`config.mk`:
```
export PLATFORM = sky130hd
export DESIGN_NAME = alu_op_sequencer
export DESIGN_NICKNAME = d
export VERILOG_FILES = /design/src/rtl/alu_pkg.sv /design/src/rtl/alu_op_sequencer.sv
export SDC_FILE = /design/constraint.sdc
export NUM_CORES = 1
export LEC_CHECK = 0
export ABC_AREA = 1
export CAP_MARGIN = 20
export CORE_MARGIN = 2
export CORE_UTILIZATION = 42
export DETAILED_ROUTE_END_ITERATION = 6
export PLACE_DENSITY = 0.77
export SYNTH_ARGS = -nofsm -noshare
export SYNTH_HDL_FRONTEND = slang
export SYNTH_SLANG_ARGS = --single-unit
export TNS_END_PERCENT = 5
```
`constraint.sdc`:
```
create_clock -name clk -period 1.6 [get_ports clk]
set_input_delay 0.16 -clock clk [delete_from_list [all_inputs] [get_ports clk]]
set_output_delay 0.16 -clock clk [all_outputs]
set_load 0.01 [all_outputs]
```
`src/rtl/alu_pkg.sv`:
```
// Opcode constants and decode helpers shared by the ALU and its sequencer.
// Sequencer FSM state type lives here too.
package alu_pkg;

  localparam logic [3:0] OP_NOP = 4'd0;
  localparam logic [3:0] OP_ADD = 4'd1;
  localparam logic [3:0] OP_SUB = 4'd2;
  localparam logic [3:0] OP_MUL = 4'd3;
  localparam logic [3:0] OP_DIV = 4'd4;
  localparam logic [3:0] OP_AND = 4'd5;
  localparam logic [3:0] OP_OR  = 4'd6;
  localparam logic [3:0] OP_NOT = 4'd7;
  localparam logic [3:0] OP_SHL = 4'd8;
  localparam logic [3:0] OP_SHR = 4'd9;
  localparam logic [3:0] OP_INC = 4'd10;
  localparam logic [3:0] OP_DEC = 4'd11;

  typedef enum logic [1:0] {
    ST_IDLE,
    ST_SETTLE,
    ST_RESP
  } seq_state_e;

  function automatic logic is_wide_op(input logic [3:0] op);
    return (op == OP_MUL) || (op == OP_DIV);
  endfunction

  function automatic logic has_carry(input logic [3:0] op);
    return (op == OP_ADD) || (op == OP_SUB) ||
           (op == OP_INC) || (op == OP_DEC);
  endfunction

  function automatic logic is_legal_op(input logic [3:0] op);
    return (op >= OP_ADD) && (op <= OP_DEC);
  endfunction

endpackage

```
`src/rtl/alu_op_sequencer.sv`:
```
// Issues one command to the combinational ALU, waits the settle time,
// then captures result and carry into the accumulator and flags.
module alu_op_sequencer
  import alu_pkg::*;
#(
  parameter int SETTLE_CYCLES = 2,
  parameter int DATA_W        = 16
) (
  input  logic                  clk,
  input  logic                  rst,
  input  logic                  cmd_valid,
  output logic                  cmd_ready,
  input  logic [3:0]            cmd_op,
  input  logic [DATA_W-1:0]     cmd_a,
  input  logic [DATA_W-1:0]     cmd_b,
  input  logic                  cmd_use_acc,
  output logic [3:0]            alu_func,
  output logic [DATA_W-1:0]     alu_ar,
  output logic [DATA_W-1:0]     alu_br,
  input  logic [2*DATA_W-1:0]   alu_data,
  input  logic                  alu_carry,
  output logic [2*DATA_W-1:0]   acc,
  output logic                  carry_flag,
  output logic                  zero_flag,
  output logic                  rsp_valid,
  input  logic                  rsp_ready,
  output logic                  rsp_err
);

  localparam logic [3:0] SETTLE_LD = 4'(SETTLE_CYCLES);

  seq_state_e          state_q, state_d;
  logic [3:0]          cnt_q, cnt_d;
  logic [3:0]          func_q, func_d;
  logic [DATA_W-1:0]   ar_q, ar_d;
  logic [DATA_W-1:0]   br_q, br_d;
  logic [2*DATA_W-1:0] acc_q, acc_d;
  logic                carry_q, carry_d;
  logic                zero_q, zero_d;
  logic                err_q, err_d;

  logic [DATA_W-1:0]   op_a;
  logic                reject;
  logic [2*DATA_W-1:0] cap_acc;

  always_comb begin
    op_a    = cmd_use_acc ? acc_q[DATA_W-1:0] : cmd_a;
    reject  = !is_legal_op(cmd_op) ||
              ((cmd_op == OP_DIV) && (cmd_b == '0));
    // narrow ops only own the low half of the ALU bus
    cap_acc = is_wide_op(func_q) ? alu_data
            : {{DATA_W{1'b0}}, alu_data[DATA_W-1:0]};

    state_d = state_q;
    cnt_d   = cnt_q;
    func_d  = func_q;
    ar_d    = ar_q;
    br_d    = br_q;
    acc_d   = acc_q;
    carry_d = carry_q;
    zero_d  = zero_q;
    err_d   = err_q;

    unique case (state_q)
      ST_IDLE: begin
        if (cmd_valid) begin
          if (reject) begin
            err_d   = 1'b1;
            state_d = ST_RESP;
          end else begin
            func_d  = cmd_op;
            ar_d    = op_a;
            br_d    = cmd_b;
            cnt_d   = SETTLE_LD;
            state_d = ST_SETTLE;
          end
        end
      end
      ST_SETTLE: begin
        if (cnt_q == 4'd1) begin
          acc_d   = cap_acc;
          carry_d = has_carry(func_q) & alu_carry;
          zero_d  = (cap_acc == '0);
          func_d  = OP_NOP;
          state_d = ST_RESP;
        end else begin
          cnt_d = cnt_q - 4'd1;
        end
      end
      ST_RESP: begin
        if (rsp_ready) begin
          err_d   = 1'b0;
          state_d = ST_IDLE;
        end
      end
      default: state_d = ST_IDLE;
    endcase
  end

  always_ff @(posedge clk) begin
    if (rst) begin
      state_q <= ST_IDLE;
      cnt_q   <= '0;
      func_q  <= OP_NOP;
      ar_q    <= '0;
      br_q    <= '0;
      acc_q   <= '0;
      carry_q <= 1'b0;
      zero_q  <= 1'b0;
      err_q   <= 1'b0;
    end else begin
      state_q <= state_d;
      cnt_q   <= cnt_d;
      func_q  <= func_d;
      ar_q    <= ar_d;
      br_q    <= br_d;
      acc_q   <= acc_d;
      carry_q <= carry_d;
      zero_q  <= zero_d;
      err_q   <= err_d;
    end
  end

  assign cmd_ready  = (state_q == ST_IDLE);
  assign rsp_valid  = (state_q == ST_RESP);
  assign rsp_err    = err_q;
  assign alu_func   = func_q;
  assign alu_ar     = ar_q;
  assign alu_br     = br_q;
  assign acc        = acc_q;
  assign carry_flag = carry_q;
  assign zero_flag  = zero_q;

endmodule

```
==> reports/metrics.csv <==
stage;metric;value;unit
finish;multi_input_area;1670;um^2
worst_setup_path;critPathArrivalTime;1.37;ns
global_route;grt_pass1_vias;3483;
synthesis;yosys_most_used_dff;dfxtp_1;
synthesis;syn_nets;528;
detailed_routing;ant_nets;0;
place;dpl.hpwl;7710;um
place;portBuffers;146;
sta;finalSetupViolCount;0;
floorplanning;dieWidth;94.2;um
pwr;p_leak;0.00217;uW
synthesis;syn_inst;452;
floorplanning;core;7810;um^2
synthesis;synth_enable_flop_cells;0;
sta;setup_ws;0.0713;ns
floorplanning;num_io_pins;147;
sta;period_needed;1.53;ns
sta;slew_headroom;81.3;%
cts;post_cts_buffers;0;
detailed_routing;drcViolationCount;0;
floorplanning;dieHeight;94.2;um
synthesis;ys_top_cells_by_count;118 x nor2_1, 77 x dfxtp_1, 61 x o21ai_1;
status;status;finished clean;
sta;rsz0062_at_grt;no;
finish;drive_gt1_share;13.1;%
sta;post-route-period-util;95.5;%
place;post-place-ws;-0.279;ns
cts;cts_buffer_depth;2;
cts;clk_latency;0.35;ns
synthesis;synth_area;3410;um^2
worst_setup_path;cpLargestDelayFamily;buffers and inverters;
global_route;grt_max_degree;37;
pwr;vdd_ir_drop_max;0.000427;V
detailed_routing;drt_first_pass_iters;4;
worst_setup_path;path_class;flip-flop to output pin;
floorplanning;start_util;43.7;%
finish;fillers;696;
worst_setup_path;end_kind;output pin;
synthesis;async_flop_share;0;%
worst_setup_path;cp_cell_sequence;buf_4 > clkdlybuf4s50_1;
synthesis;avgSynthCellArea;7.55;um^2
cts;cts_htree_levels;3;
place;gp_congestion;0.838;
hold_path;hold_class;input pin to flip-flop;
sta;fin_worst_skew;0.00703;ns
synthesis;netlist.area_leader.share;45.1;%
worst_setup_path;path_buf_inv;2;
finish;instances_no_fill;711;
detailed_routing;drtIter0Drc;159;
global_route;antenna_found_initial;0;
cts;tritoncts;built;
place;dp_cells;695;
finish;antennaDiodeCount;0;
global_route;grt_first_pass_wirelength;16000;um
global_route;grt_overflow_total;0;
sta;max_freq;0.654;GHz
detailed_routing;vias_per_cell;5.01;
cts;numClockSinks;77;
worst_setup_path;slowest_stage;clkdlybuf4s50_1;
finish;nets;680;
synthesis;yosysWarningCount;0;
finish;seq_area;1540;um^2
synthesis;synth.distinct_cells;32;
floorplanning;dieArea;8870;um^2
floorplanning;row_count;32;
cts;numCtsBuffers;9;
cts;root_buffer;clkbuf_8;
detailed_routing;vias;3563;
synthesis;yosys.area.top_type;dfxtp_1;
detailed_routing;post_drt_wl_per_cell;14.4;um
sta;slew_violations;0;
worst_setup_path;crit_path_start_kind;flip-flop;
synthesis;synth-seq-area-share;45.1;%
finish;area_growth;54.2;%
sta;hold_viol_final;0;
worst_setup_path;max_stage_delay;0.53;ns
worst_setup_path;crit_fanout;3;
synthesis;synth_area_leaders;dfxtp_1 45%, nor2_1 13%, o21ai_1 8.9%;
synthesis;ys_ff_latch;77;
detailed_routing;wl;10200;um
worst_setup_path;cp.required;1.44;ns
synthesis;synth.most_common_cell;nor2_1;
run;maxCapViolCount;0;
sta;worst_pin_slew;0.280;ns
global_route;grt_usage;22.9;%
pwr;power_density;909;nW/um^2
cts;cts.clk_slew.worst_paths;0.08;ns
## power by group
part | switching, uW | leakage, uW | internal [uW]
clock network | 723 | 0.0000923 | 718
logic | 580 | 0.00145 | 616
registers | 98.0 | 0.000628 | 2050
## final timing paths
kind / slack, ns / from / depth (start not counted) / end
setup / recovery: 0.07 / alu_func[1]$_SDFFE_PP0P_ / 2 / alu_func[1]
hold / removal: 0.37 / alu_data[14] / 3 / acc[14]$_SDFFE_PP0P_
setup reg to reg: 0.17 / alu_func[0]$_SDFFE_PP0P_ / 8 / zero_flag$_SDFFE_PP0P_
hold reg to reg: 0.45 / rsp_err$_SDFFE_PP0P_ / 2 / rsp_err$_SDFFE_PP0P_
## cells by family after synthesis
family	Yosys count	synth area share, %
muxes	16	5.28
and+or+nand+nor	198	24.9
buffers and inverters	46	6.49
AOI/OAI and AO/OA	112	17.2
DFF	77	45.1
xor gates and xnor gates	1	0.257
adders and majority gates	2	0.733
## area by class of cell
| type | count | area share [%] |
|---|---|---|
| Sequential cell | 77 | 29.3 |
| Multi-Input combinational cell | 329 | 31.7 |
| Clock buffer | 10 | 2.42 |
| Clock inverter | 6 | 1.21 |
| Timing Repair Buffer | 164 | 31.2 |
| Inverter | 23 | 1.73 |
| Tap cell | 102 | 2.42 |
## state kept, by name (all words and copies together) (netlist names)
signal,count
acc,32
cnt_q,4
alu_ar,16
rsp_err,1
alu_func,4
carry_flag,1
state_q,2
zero_flag,1
alu_br,16
## layer usage
metal  up-vias  wire length, um  track usage, %
met2       132             4890            40.3
met1      1627             4250            26.0
li1       1786                -               -
met5         -                0               0
met3        18              883            6.50
met4         0              226            8.94
## placed cells by master, fill, tap and decap left out, drive strengths merged, types with 2 or more instances in the layout
| cell | synthesis | routed |
|---|---|---|
| clkdlybuf4s50 | 0 | 144 |
| nor2 | 133 | 133 |
| dfxtp | 77 | 77 |
| o21ai | 72 | 72 |
| nand2 | 46 | 46 |
| a21oi | 35 | 35 |
| inv | 23 | 23 |
| buf | 15 | 18 |
| mux2 | 16 | 16 |
| nand3 | 15 | 15 |
| clkbuf | 8 | 10 |
| clkinv | 0 | 3 |
| nor3 | 2 | 2 |
| ha | 2 | 2 |
| clkinvlp | 0 | 2 |
| dlygate4sd2 | 0 | 2 |
## tightest hold or removal path, delay by kind of cell
kind	cells	cell delay [ns]
AO/OA/AOI/OAI	1	0.05
buffers and inverters	2	0.46
## repair_timing
item                       in CTS  in global routing
setup endpoints to repair       3                  7
hold buffers                    0                  0
pin swaps                       1                  0
gates resized for setup         5                  4
## through the flow
step	util (%)	power, uW	hold WS (ns)	cell area (um^2)	TNS [ns]
final	67.4	4780	0.368	5270	0
after global routing	67.4	5030	0.390	5270	0
after CTS	67.3	4800	0.364	5250	0
after detailed placement	64.8	3370	0.435	5060	-8.82
after global placement	64.8	3350	0.437	5060	-6.41
after floorplan	-	2770	0.229	3410	0
Note: power is estimated with default switching activity, not from simulation.
